## src/rtl/d_latch_pkg.sv

```systemverilog
// Shared constants and helpers for the byte-enabled data register.
package d_latch_pkg;

  localparam int BYTE_W         = 8;
  localparam int DEFAULT_DATA_W = 16;

  function automatic int calc_nbytes(input int data_w);
    return data_w / BYTE_W;
  endfunction

endpackage

```

## src/rtl/byte_lane_reg.sv

```systemverilog
// One 8-bit lane of the register: async reset to rst_val, loads d on clk when en is high.
// Latency one clk; no backpressure, the lane always accepts a write when enabled.
module byte_lane_reg
  import d_latch_pkg::*;
(
  input  logic              clk,
  input  logic              resetn,
  input  logic              en,
  input  logic [BYTE_W-1:0] d,
  input  logic [BYTE_W-1:0] rst_val,
  output logic [BYTE_W-1:0] q
);

  // An X enable falls through to hold, so an unknown strobe never corrupts the lane.
  always_ff @(posedge clk or negedge resetn) begin
    if (!resetn) begin
      q <= rst_val;
    end else if (en) begin
      q <= d;
    end
  end

endmodule

```

## src/rtl/d_latch.sv

```systemverilog
// Edge-triggered data register with per-byte write enables (not a latch, despite the name).
// Latency one clk from D/byteena to Q; no backpressure, every enabled lane is written each edge.
module d_latch
  import d_latch_pkg::*;
#(
  parameter int                DATA_W    = DEFAULT_DATA_W,
  parameter logic [DATA_W-1:0] RESET_VAL = '0
) (
  input  logic                            clk,
  input  logic                            resetn,
  input  logic [calc_nbytes(DATA_W)-1:0]  byteena,
  input  logic [DATA_W-1:0]               D,
  output logic [DATA_W-1:0]               Q
);

  localparam int NBYTES = calc_nbytes(DATA_W);

  generate
    if (DATA_W <= 0) begin : g_bad_width
      $error("d_latch: DATA_W must be greater than 0");
    end
    if ((DATA_W % BYTE_W) != 0) begin : g_bad_align
      $error("d_latch: DATA_W must be a multiple of 8");
    end
  endgenerate

  // Each lane drives its own slice of Q straight from its flops.
  genvar i;
  generate
    for (i = 0; i < NBYTES; i++) begin : g_lane
      byte_lane_reg u_lane (
        .clk     (clk),
        .resetn  (resetn),
        .en      (byteena[i]),
        .d       (D[i*BYTE_W +: BYTE_W]),
        .rst_val (RESET_VAL[i*BYTE_W +: BYTE_W]),
        .q       (Q[i*BYTE_W +: BYTE_W])
      );
    end
  endgenerate

endmodule

```

## config.mk

```make
export PLATFORM = sky130hd
export DESIGN_NAME = d_latch
export DESIGN_NICKNAME = d
export VERILOG_FILES = /design/src/rtl/d_latch_pkg.sv /design/src/rtl/byte_lane_reg.sv /design/src/rtl/d_latch.sv
export SDC_FILE = /design/constraint.sdc
export NUM_CORES = 1
export LEC_CHECK = 0
export ABC_CLOCK_PERIOD_IN_PS = 1000
export CAP_MARGIN = 20
export CORE_ASPECT_RATIO = 1.1
export CORE_MARGIN = 2
export CORE_UTILIZATION = 25
export DETAILED_ROUTE_END_ITERATION = 16
export GPL_ROUTABILITY_DRIVEN = 1
export PLACE_DENSITY = 0.62
export SYNTH_ARGS = -nofsm -noshare
export SYNTH_HDL_FRONTEND = slang
export SYNTH_SLANG_ARGS = --single-unit
```

## constraint.sdc

```tcl
create_clock -name clk -period 1 [get_ports clk]
set_clock_uncertainty 0.2 [all_clocks]
set_input_delay 0.1 -clock clk [delete_from_list [all_inputs] [get_ports clk]]
set_output_delay 0.1 -clock clk [all_outputs]
set_load 0.05 [all_outputs]
```

* Word-level counts from Yosys, hierarchy flattened *
Index checks and enable logic that the tools add are counted.

storage, ports and cells
  output and inout bits = 16
  input port bits = 20
  logic and storage cells = 2
  register bits = 16

* Longest topological paths before layout *
  word-level depth = 0
  gate-level depth with buffers = 2
  gate-level depth less buffers = 1

* Worst setup path after synthesis *
Ideal clock, no wire load.

  path type = reg2reg
  start point = reg g_lane[0].u_lane.q[0] (netlist name)
  end point = reg g_lane[0].u_lane.q[0]
  buffers on the path = 0
  arrival = 869 ps
  clock period less this slack = 1194 ps
  stages on the path, launching flop included = 2
  setup slack = -194 ps
  setup time = 125 ps
  path through = dfrtp_1 > mux2_4

RTL lines
  item                  RTL line             text
  end signal, assigned  byte_lane_reg.sv:17  q <= rst_val;
  end, declared         byte_lane_reg.sv:11  output logic [BYTE_W-1:0] q

* Worst setup path after layout *
  start point = reg g_lane[1].u_lane.q[5]
  end point = out Q[13]

RTL lines
  item                    RTL line             text
  start, declared         byte_lane_reg.sv:11
  start signal, assigned  byte_lane_reg.sv:17
  end, declared           d_latch.sv:13        output logic [DATA_W-1:0] Q

No word-level cell between the ends.

==> results.ini <==
[logic_synthesis]
synth-simple-area-share_pct=0
yosysTopAreaCell=dfrtp_1
synthMuxAreaShare_pct=36.2
syn_nets=54
synth.avg_cell_area_um2=19.5
synthCells=34
yosys.area.top_type_share_pct=60.4
yosysSeqAreaShare_pct=60.4
synth_fa_ha_area_share_pct=0
synthXorXnorAreaFrac_pct=0
ys_types=3
ys_seq_elements=16
synth_top_family_by_area=multiplexers
ys_warn_count=0
synth_compound_area_share_pct=0
synth_area_leaders=dfrtp_1 (60%), mux2_4 (36%), buf_6 (3.4%)
syn-cell-area_um2=663

[global_route]
grt_pass1_vias=581
grt_use_total_pct=12.3
antenna_found_initial=0
grt-ovfl-total=0
grt_max_degree=10
grt_pass1_wl_um=2650

[critical_path]
cp-endpoint=Q[13]
endpoint_kind=primary output
timing.rr.start=g_lane[0].u_lane.q[1]
r2r_end=g_lane[0].u_lane.q[1]
startpoint=g_lane[1].u_lane.q[5]
ff2ff_path_depth=3
crit_required_ns=0.70
path_class=reg -> out
r2r_slack_ns=-0.22
cp_max_fo=2
start_kind=register
critPathArrivalTime_ns=0.97

[sta]
finalHoldViolations=16
finalCritPeriodShare_pct=127
setup_ws_ns=-0.269
slew_headroom_pct=92.7
period_needed_ns=1.27
worst_pin_slew_ns=0.109
maxSlewViolCount=0
fmax_mhz=788
hold_ws_ns=-0.0631
rsz0062_at_grt=yes
setup_violations=24

[finish]
regArea_um2=420
finish.net_count=122
top_register=g_lane.u_lane.q
utilization_pct=61.7
antenna_cells=0
syn_to_final_growth_pct=135
fill_cells=199
top_regs=g_lane.u_lane.q (16)
multiInputGateArea_um2=240
largest_register_ffs=16
layout-drive-gt1-share_pct=81.2

[detailed_routing]
wl_per_cell_um=12.5
wl_met3_um=50
dr.pass1.iters=3
wl_met2_um=933
vias_per_cell=3.95
drt_iter0_markers=3
wl_um=1650
route.vias.total=521
drt-met1-wl_um=624
drcViolationCount=0
top_layer=met4
ant_nets=0

[place]
globalplace.congestion=0.691
io_buffers=35
post-dp-hpwl_um=1290

[floorplan]
initial_utilization_pct=26.3
die_h_um=58.0
die_area_mm2=0.00308
die_w_um=53.1
io_pins=36
coreArea_mm2=0.00252
row_count=19

[hold_path]
hp-class=in -> async

[clock_tree]
root_buffer=clkbuf_4
tritoncts=yes
htree_levels=1
cts_sinks=16
cts_buffers=3
clock_latency_ns=0.28
clk_path_buf_depth=2
clkSlewWorstSetupHoldPaths_ns=0.09

[power]
power_density_mw_per_mm2=1400
peakVddDrop_mv=0.727
p_leak_nw=0.723

[run]
maxCapViolations=0

[status]
failed_checks=hold timing, setup timing
status=finished with violations

-- Yosys cell counts (all sizes together) --
cell type and count:
dfrtp 16, buf 2, mux2 16
-- critical path, stage by stage, from the launching register on --
cell	delay (ns)
dfrtp_2	0.43
buf_6	0.12
buf_12	0.13
-- worst min-delay path by stage --
stage / start / endpoint / slack [ns] / cells past startpoint
floorplan: resetn / g_lane[0].u_lane.q[0] / -0.40 / 0
global route: resetn / g_lane[0].u_lane.q[5] / -0.05 / 2
global placement: resetn / g_lane[1].u_lane.q[0] / 0.23 / 2
finish: resetn / g_lane[1].u_lane.q[0] / -0.06 / 2
detailed placement: resetn / g_lane[1].u_lane.q[0] / 0.25 / 2
CTS: resetn / g_lane[1].u_lane.q[0] / -0.07 / 2
-- cells in the final DEF (no fill, tap or decap) --
| master | instances |
|---|---|
| buf_12 | 16 |
| buf_4 | 7 |
| buf_6 | 23 |
| clkbuf_4 | 3 |
| clkbuf_8 | 1 |
| clkdlybuf4s50_1 | 17 |
| dfrtp_2 | 16 |
| dlygate4sd2_1 | 2 |
| mux2_4 | 16 |
-- metrics by stage --
stage	cells	total power, W	TNS [ns]	setup slack [ns]	instance area (um^2)
floorplan	34	0.00113	-1.75	-0.109	683
global placement	119	0.00164	-5.58	-0.355	1370
detailed placement	119	0.00165	-5.78	-0.372	1370
CTS	130	0.00218	-4.96	-0.276	1530
global route	132	0.00227	-5.80	-0.302	1560
finish	132	0.00218	-5.04	-0.269	1560
-- what timing repair did --
item,in CTS,in global routing
endpoints found under the hold margin,16,16
buffers inserted,7,5
endpoints found under the setup margin,32,30
gates resized for setup,23,5
-- cells by family (layout without fill, tap and decap cells) --
group	count (synthesis)	count (layout)
mux	16	16
flops	16	16
buf+inv	2	69
-- power breakdown --
part           internal (W)  leakage, nW  switching [W]
logic              0.000592        0.531       0.000388
clock network      0.000222       0.0210       0.000205
registers          0.000723        0.171      0.0000524
total               0.00154        0.723       0.000645
-- per-layer routing --
metal / up-vias / global-route usage [%]
met2: 13 / 20.7
met5: - / 0
met4: 0 / 7.69
li1: 250 / -
met1: 254 / 14.9
met3: 4 / 1.03
-- area by class of cell --
class | count | area share [%]
multi-input cells | 16 | 15.4
repair buffers | 65 | 52.7
clock buffers | 4 | 2.33
well taps | 31 | 2.49
flip-flops and latches | 16 | 27.0
Power figures use the tool's default switching activity.
